--- src/rtl/snake_game_sequencer.sv ---
// Snake game-state sequencer: key edge detect, game FSM,
// step pacing and a small direction request queue.
module snake_game_sequencer #(
  parameter int STEP_DIV = 1,
  parameter int QDEPTH   = 2
) (
  input  logic       CLK40HZ,
  input  logic       RESET_N,
  input  logic       ESC,
  input  logic       S,
  input  logic       P,
  input  logic       R,
  input  logic       UP,
  input  logic       DOWN,
  input  logic       LEFT,
  input  logic       RIGHT,
  input  logic       HIT,
  output logic       MOVE_EN,
  output logic       START_LOAD,
  output logic [1:0] DIR,
  output logic [2:0] STATE,
  output logic [2:0] GAME_DONEX,
  output logic [1:0] QCOUNT
);

  localparam logic [2:0] ST_IDLE  = 3'd0;
  localparam logic [2:0] ST_RUN   = 3'd1;
  localparam logic [2:0] ST_PAUSE = 3'd2;
  localparam logic [2:0] ST_HIT   = 3'd3;
  localparam logic [2:0] ST_DONE  = 3'd4;

  localparam int DW = (STEP_DIV > 1) ? $clog2(STEP_DIV) : 1;
  localparam logic [DW-1:0] DIV_TC = DW'(STEP_DIV - 1);
  localparam logic [1:0] QMAX = 2'(QDEPTH);

  logic [7:0] key_now;
  logic [7:0] key_q;
  logic [7:0] ev;
  logic       esc_ev;
  logic       s_ev;
  logic       p_ev;
  logic       r_ev;
  logic       up_ev;
  logic       dn_ev;
  logic       lf_ev;
  logic       rt_ev;

  logic [2:0] state_q;
  logic [2:0] state_d;
  logic       run_stay;

  logic [DW-1:0] div_q;
  logic [DW-1:0] div_d;
  logic          move_en_q;
  logic          move_en_d;
  logic          start_load_q;
  logic          start_load_d;
  logic [1:0]    dir_q;
  logic [1:0]    dir_d;
  logic [1:0]    cnt_q;
  logic [1:0]    cnt_d;
  logic [1:0]    q_q [4];
  logic [1:0]    q_d [4];

  logic       tc;
  logic       has_req;
  logic [1:0] req;
  logic [1:0] ref_dir;
  logic       full;
  logic       pop;
  logic       push;

  assign key_now = {ESC, S, P, R, UP, DOWN, LEFT, RIGHT};
  assign ev      = key_now & ~key_q;
  assign esc_ev  = ev[7];
  assign s_ev    = ev[6];
  assign p_ev    = ev[5];
  assign r_ev    = ev[4];
  assign up_ev   = ev[3];
  assign dn_ev   = ev[2];
  assign lf_ev   = ev[1];
  assign rt_ev   = ev[0];

  // Key history; preset high so keys held through reset stay silent
  always_ff @(posedge CLK40HZ or negedge RESET_N) begin
    if (!RESET_N) key_q <= '1;
    else          key_q <= key_now;
  end

  // Game state register
  always_ff @(posedge CLK40HZ or negedge RESET_N) begin
    if (!RESET_N) state_q <= ST_IDLE;
    else          state_q <= state_d;
  end

  // Next state: ESC > S > HIT > P > R
  always_comb begin
    state_d = state_q;
    if (esc_ev) begin
      state_d = ST_DONE;
    end else if (s_ev) begin
      state_d = ST_RUN;
    end else begin
      case (state_q)
        ST_RUN: begin
          if (HIT)       state_d = ST_HIT;
          else if (p_ev) state_d = ST_PAUSE;
        end
        ST_PAUSE: begin
          if (r_ev) state_d = ST_RUN;
        end
        default: state_d = state_q;
      endcase
    end
  end

  // Run continues this cycle with no restart or exit
  assign run_stay = (state_q == ST_RUN) && (state_d == ST_RUN) && !s_ev;

  assign tc   = (div_q == DIV_TC);
  assign full = (cnt_q == QMAX);
  assign pop  = run_stay && tc && (cnt_q != 2'd0);

  assign has_req = run_stay && (up_ev || dn_ev || lf_ev || rt_ev);
  assign req     = up_ev ? 2'b11 :
                   dn_ev ? 2'b01 :
                   lf_ev ? 2'b10 : 2'b00;
  assign ref_dir = (cnt_q != 2'd0) ? q_q[cnt_q - 2'd1] : dir_q;

  assign push = has_req
             && (req != ref_dir)
             && (req != (ref_dir ^ 2'b10))
             && (!full || pop);

  // Output/datapath next values: pacing, restart, queue
  always_comb begin
    div_d        = div_q;
    move_en_d    = 1'b0;
    start_load_d = 1'b0;
    dir_d        = dir_q;
    cnt_d        = cnt_q;
    for (int i = 0; i < 4; i++) q_d[i] = q_q[i];
    if (s_ev && !esc_ev) begin
      start_load_d = 1'b1;
      dir_d        = 2'b00;
      cnt_d        = 2'd0;
      div_d        = '0;
    end else if (state_d == ST_HIT || state_d == ST_DONE) begin
      cnt_d = 2'd0;
    end else if (run_stay) begin
      div_d     = tc ? '0 : div_q + 1'b1;
      move_en_d = tc;
      if (pop) begin
        dir_d = q_q[0];
        for (int i = 0; i < 3; i++) q_d[i] = q_q[i+1];
        q_d[3] = 2'b00;
      end
      if (push) begin
        q_d[pop ? cnt_q - 2'd1 : cnt_q] = req;
      end
      case ({push, pop})
        2'b10:   cnt_d = cnt_q + 2'd1;
        2'b01:   cnt_d = cnt_q - 2'd1;
        default: cnt_d = cnt_q;
      endcase
    end
  end

  // Registered outputs, divider and queue storage
  always_ff @(posedge CLK40HZ or negedge RESET_N) begin
    if (!RESET_N) begin
      div_q        <= '0;
      move_en_q    <= 1'b0;
      start_load_q <= 1'b0;
      dir_q        <= 2'b00;
      cnt_q        <= 2'd0;
      for (int i = 0; i < 4; i++) q_q[i] <= 2'b00;
    end else begin
      div_q        <= div_d;
      move_en_q    <= move_en_d;
      start_load_q <= start_load_d;
      dir_q        <= dir_d;
      cnt_q        <= cnt_d;
      for (int i = 0; i < 4; i++) q_q[i] <= q_d[i];
    end
  end

  assign MOVE_EN    = move_en_q;
  assign START_LOAD = start_load_q;
  assign DIR        = dir_q;
  assign STATE      = state_q;
  assign QCOUNT     = cnt_q;
  assign GAME_DONEX = {state_q == ST_PAUSE,
                       state_q == ST_DONE,
                       state_q == ST_HIT};

endmodule

--- config.mk ---
export PLATFORM = sky130hd
export DESIGN_NAME = snake_game_sequencer
export DESIGN_NICKNAME = d
export VERILOG_FILES = /design/src/rtl/snake_game_sequencer.sv
export SDC_FILE = /design/constraint.sdc
export NUM_CORES = 1
export LEC_CHECK = 0
export BUFFER_PORTS_ARGS = -buffer_cell sky130_fd_sc_hd__buf_2
export CORE_MARGIN = 2
export CORE_UTILIZATION = 50
export DETAILED_ROUTE_END_ITERATION = 6
export PLACE_DENSITY = 0.72
export SYNTH_ARGS = -nofsm -noshare
export SYNTH_HDL_FRONTEND = slang
export SYNTH_SLANG_ARGS = --single-unit
--- constraint.sdc ---
create_clock -name CLK40HZ -period 2.6 [get_ports CLK40HZ]
set_input_delay 0.13 -clock CLK40HZ [delete_from_list [all_inputs] [get_ports CLK40HZ]]
set_output_delay 0.13 -clock CLK40HZ [all_outputs]
set_load 0.01 [all_outputs]
==> metrics.yaml, run 1 <==
status:
  status: "finished, final reports clean"
setup_path:
  r2r_cells: 8
  crit_path_frequent_cell: "mux2i_1"
  cp_data_arrival_time_ps: 2550
  end_kind: "flop"
  path_class: "reg -> reg"
  worstPathMaxFanout: 5
  critPathMaxStageDelay_ps: 450
  crit_chain: "inv_1 > ha_1 > mux4_2 > mux2i_4 > mux2i_1 > mux2i_1 > nand2_1 > a221oi_2"
  required_ps: 2840
  startpoint_type: "flop"
  slowest_stage: "dfrtp_1"
grt:
  top_usage_layer: "met2"
  antenna_found_initial: 0
  grt_usage: 0.187
  grt.overflow.total: 0
  grt.met1_usage: 0.242
  grt_pass1_vias: 1037
  grt_max_degree: 26
  use_met2: 0.316
  grt_use_met3: 0.0300
  grt_pass1_wl_um: 4710
timing:
  relSlewSlack: 0.645
  finalCritPeriodShare: 0.890
  final_max_slew_viol_count: 0
  worst_clock_skew_ps: 11.1
  rsz0062_at_grt: "false"
  setup_viol: 0
  layout_min_cycle_time_ps: 2320
  whs_ps: 307
  final-hold-violation-count: 0
  setup_tns_ps: 0
  fmax_mhz: 432
  worst_pin_slew_ps: 532
place:
  dpl_cell_area_sq_um: 1540
  post-dp-hpwl_um: 2120
  io_buffers: 22
  place.gp.congestion: 0.847
cts:
  htree_levels: 1
  clkSinkCount: 25
  root_buffer: "clkbuf_4"
  path_clk_slew_ps: 140
  cts_tree: "yes"
  worstSkewPairLatency_ps: 320
  numCtsBuffers: 3
  postCtsHoldBufs: 9
  clk_path_buf_depth: 2
  postCtsResizedCells: 0
  post_cts_buffers: 0
yosys:
  yosys_warnings: 0
  ys_seq_area_frac: 0.455
  synth_flop_cell: "dfrtp_1"
  synth_area_sq_um: 1400
  netlist_instances: 130
  syn_nets: 143
  ys_seq_elements: 25
  synth.distinct_cells: 39
  syn_avg_cell_area_sq_um: 10.8
  synth_edf_count: 0
  async_reset_ff_frac: 1.00
floorplan:
  core.rowCount: 19
  fp.dieH_um: 56.9
  die_area_sq_um: 3230
  core_area_sq_um: 2710
  start_util: 0.516
  die_x_um: 56.9
  io_pins: 23
final_layout:
  nNetsFinal: 178
  area_growth_pct: 18.9
  final_cell_area_sq_um: 1660
  final_layout_size_suffix_gt1_frac: 0.311
  diodes: 0
route:
  firstDrtPassIters: 4
  drt_iter0_markers: 12
  drc: 0
  vias: 1074
  wl_um: 2720
  ant_nets: 0
  wl_per_cell_um: 13.9
  vias_per_cell: 5.51
pwr:
  leakage_nw: 0.836
  powerDensity_nw_per_um2: 453
  ir_drop_mv: 0.450
hold_path:
  hold_path_class: "in -> async"
job:
  drv_cap: 0
synth_stat cells, drive strengths merged (2+ instances only):
library cell	count	area, sq um
o21ai	4	31.3
dfstp	8	210
nand2b	10	62.6
nand4b	2	32.5
dfrtp	17	425
inv	5	18.8
nor2	7	26.3
and3	2	12.5
and2	2	12.5
nand2	18	70.1
ha	2	25.0
nand3	3	15.0
nor2b	3	18.8
nor3	7	45.0
mux2i	20	213
buf	4	31.3
routing by layer:
layer  share of wire  wire [um]
met5               0          0
met1            0.46       1240
met3           0.028         76
met4          0.0059         16
met2            0.51       1390
cell usage in the layout, fill, tap and decap left out, types with 4 or more instances in the layout:
cell,n
nand2_1,17
buf_4,4
inv_1,5
mux2i_1,19
nand2b_1,10
dfstp_2,8
dlygate4sd3_1,9
nor2_1,7
buf_2,22
nor3_1,5
dfrtp_1,17
cells by family after synthesis:
| logic type | share of synthesized area |
|---|---|
| buf+inv | 0.0421 |
| compound gates | 0.0788 |
| mux | 0.168 |
| flops | 0.455 |
| fa+ha+maj | 0.0179 |
| simple gates | 0.238 |
report_power, final:
part	switching, mW	internal [mW]	leakage [nW]	total, mW
clock network	0.115	0.0587	0.0139	0.174
registers	0.0229	0.421	0.312	0.444
logic	0.0706	0.0649	0.510	0.136
stage by stage:
stage | std cells | worst slack (ps) | total power [mW] | util
after global routing | 195 | 169 | 0.798 | 0.613
after global placement | 182 | 421 | 0.574 | 0.569
after CTS | 195 | 300 | 0.763 | 0.613
after floorplan | 130 | 52.7 | 0.528 | -
final | 195 | 285 | 0.753 | 0.613
after detailed placement | 182 | 329 | 0.578 | 0.569
worst paths after layout:
check,slack [ps],end,from
worst min-delay path,310,q_q[4],RESET_N
worst max register to register,280,QCOUNT[1],QCOUNT[1]
max in group asynchronous,1920,key_q[1],RESET_N
worst min register to register,500,DIR[1],q_q[7]
min in group CLK40HZ,330,STATE[0],HIT
worst max-delay path,280,QCOUNT[1],QCOUNT[1]
state kept, by name (all words and copies together) (netlist names):
signal      cells
q_q             8
QCOUNT          2
MOVE_EN         1
key_q           8
DIR             2
START_LOAD      1
STATE           3
worst max-delay path: cells and delay by family (launching register included):
family / cells / cell delay (ps)
mux: 4 / 950
flops: 1 / 450
fa+ha+maj: 1 / 320
compound gates: 1 / 280
buf+inv: 1 / 120
simple gates: 1 / 110
area by class of cell:
class                   count  area [sq um]
fillers                   251          1050
clock inverters             1          7.51
clock buffers               3          22.5
well taps                  31          38.8
flip-flops and latches     25           636
repair buffers             35           230
inverters                   6          23.8
multi-input cells          94           703
Note: power is estimated with default switching activity, not from simulation.
==> inputs of run 2 (changes only) <==
CORE_UTILIZATION = 35   (was 50)
PLACE_DENSITY = 0.51   (was 0.72)
clock period = 2.4 ns   (was 2.6 ns; I/O delays follow)
==> metrics.yaml, run 2 (synthesis results as in run 1) <==
status:
  status: "finished, final reports clean"  # unchanged
route:
  drt_iter0_markers: 52  # was 12
  vias: 1043  # was 1074
  wl_um: 2950  # was 2720 um
  vias_per_cell: 4.87  # was 5.51
  firstDrtPassIters: 6  # was 4
  wl_per_cell_um: 13.8  # was 13.9 um
  ant_nets: 0  # unchanged
  drc: 0  # unchanged
setup_path:
  slowest_stage: "dfrtp_1"  # unchanged
  end_kind: "flop"  # unchanged
  startpoint_type: "flop"  # unchanged
  cp_data_arrival_time_ps: 2400  # was 2550 ps
  critPathMaxStageDelay_ps: 400  # was 450 ps
  crit_chain: "inv_1 > ha_1 > mux4_2 > mux2i_4 > mux2i_1 > mux2i_1 > nand2_1 > a221oi_2"  # unchanged
  cp_top_family: "multiplexers"  # unchanged
  rrSetupSlack_ps: 180  # was 280 ps
  required_ps: 2590  # was 2840 ps
  worstPathMaxFanout: 4  # was 5
  worstReg2RegEnd: "QCOUNT[1]"  # unchanged
  critPathBufInv: 1  # unchanged
  r2r_cells: 8  # unchanged
  r2r-start: "QCOUNT[1]"  # unchanged
  crit_path_frequent_cell: "mux2i_1"  # unchanged
  path_class: "reg -> reg"  # unchanged
place:
  place.gp.congestion: 0.841  # was 0.847
  io_buffers: 22  # unchanged
  post-dp-hpwl_um: 2170  # was 2120 um
timing:
  final-hold-violation-count: 0  # unchanged
  setup_viol: 0  # unchanged
  fmax_mhz: 451  # was 432 MHz
  worst_pin_slew_ps: 564  # was 532 ps
  rsz0062_at_grt: "false"  # unchanged
  layout_min_cycle_time_ps: 2220  # was 2320 ps
  finalCritPeriodShare: 0.924  # was 0.890
  setup_tns_ps: 0  # unchanged
  relSlewSlack: 0.624  # was 0.645
  worst_clock_skew_ps: 7.45  # was 11.1 ps
  final_max_slew_viol_count: 0  # unchanged
floorplan:
  die_area_sq_um: 4510  # was 3230 sq um
  start_util: 0.373  # was 0.516
  core_area_sq_um: 3740  # was 2710 sq um
  fp.dieH_um: 67.2  # was 56.9 um
  io_pins: 23  # unchanged
  die_x_um: 67.2  # was 56.9 um
  core.rowCount: 22  # was 19
cts:
  postCtsResizedCells: 0  # unchanged
  htree_levels: 1  # unchanged
  clkSinkCount: 25  # unchanged
  numCtsBuffers: 3  # unchanged
  path_clk_slew_ps: 100  # was 140 ps
  root_buffer: "clkbuf_8"  # was clkbuf_4
  worstSkewPairLatency_ps: 270  # was 320 ps
  cts_tree: "yes"  # unchanged
  clk_path_buf_depth: 2  # unchanged
pwr:
  leakage_nw: 0.854  # was 0.836 nW
  power_mw: 0.896  # was 0.753 mW
  powerDensity_nw_per_um2: 522  # was 453 nW/um^2
  ir_drop_mv: 0.290  # was 0.450 mV
grt:
  grt_pass1_vias: 1119  # was 1037
  grt_usage: 0.158  # was 0.187
  grt_pass1_wl_um: 5390  # was 4710 um
  grt.overflow.total: 0  # unchanged
  antenna_found_initial: 0  # unchanged
  grt_max_degree: 26  # unchanged
final_layout:
  area_growth_pct: 22.8  # was 18.9%
  diodes: 0  # unchanged
  layout_commonest_cell: "buf_2"  # unchanged
  final_layout_size_suffix_gt1_frac: 0.325  # was 0.311
  layout_common_cells: "buf_2 (22), mux2i_1 (19), dfrtp_1 (17), nand2_1 (17), nand2b_1 (10)"  # unchanged
  fillers: 369  # was 251
  nNetsFinal: 180  # was 178
hold_path:
  min_path_cells: 5
  min_to: "STATE[0]"
  hold_path_class: "in -> reg"  # was in -> async
  hp-start: "HIT"
job:
  drv_cap: 0  # unchanged
run 2: cell count changes in the layout (fill, tap and decap cells not counted), sizes merged:
cell	previous run	this run
buf	26	28
run 2: area by class of cell:
class	instances	area, sq um	area share
clock buffers	3	41.3	0.0241
clock inverters	1	7.51	0.00437
inverters	6	23.8	0.0138
multi-input cells	94	703	0.410
flip-flops and latches	25	636	0.370
well taps	48	60.1	0.0350
repair buffers	37	245	0.143
run 2: timing repair:
action,CTS,global route
hold buffers,9,0
endpoints found under the hold margin,25,0
setup buffers,0,1
setup endpoints to repair,0,1
run 2: stage by stage:
step                      setup slack, ps  utilization  cells  hold WS (ps)  cell area (sq um)
after floorplan                      27.7            -    130          -176               1400
after global placement                223        0.419    200           151               1570
after detailed placement              150        0.419    200           151               1570
after CTS                             129        0.457    213           358               1710
after global routing                 23.8        0.459    214           410               1720
final                                 183        0.459    214           363               1720
run 2: worst reg2reg max path: stages, from the launching register on:
cell      delay [ps]
dfrtp_1          400
inv_1            130
ha_1             260
mux4_2           320
mux2i_4          180
mux2i_1          240
mux2i_1          210
nand2_1          110
a221oi_2         280
run 2: layer usage:
metal	part of all wire	wire, um	vias to the layer above	track usage
li1	-	-	529	-
met1	0.49	1430	493	0.216
met2	0.47	1390	17	0.261
met3	0.031	91	4	0.0267
met4	0.011	33	0	0.0383
met5	0	0	-	0
run 2: worst max path at each step:
| stage | start | cells past startpoint | to |
|---|---|---|---|
| 6_report | QCOUNT[1] | 8 | QCOUNT[1] |
| 5_1_grt | STATE[2] | 6 | q_q[4] |
| 4_1_cts | QCOUNT[1] | 8 | QCOUNT[1] |
| 3_5_place_dp | QCOUNT[1] | 8 | QCOUNT[1] |
| 3_3_place_gp | QCOUNT[1] | 8 | QCOUNT[1] |
| 2_1_floorplan | QCOUNT[0] | 10 | QCOUNT[1] |
run 2: power by group:
group	switching, mW	internal, mW	leakage, nW	total, mW
combinational	0.0782	0.0707	0.520	0.149
clock	0.143	0.118	0.0217	0.261
sequential	0.0303	0.456	0.312	0.486
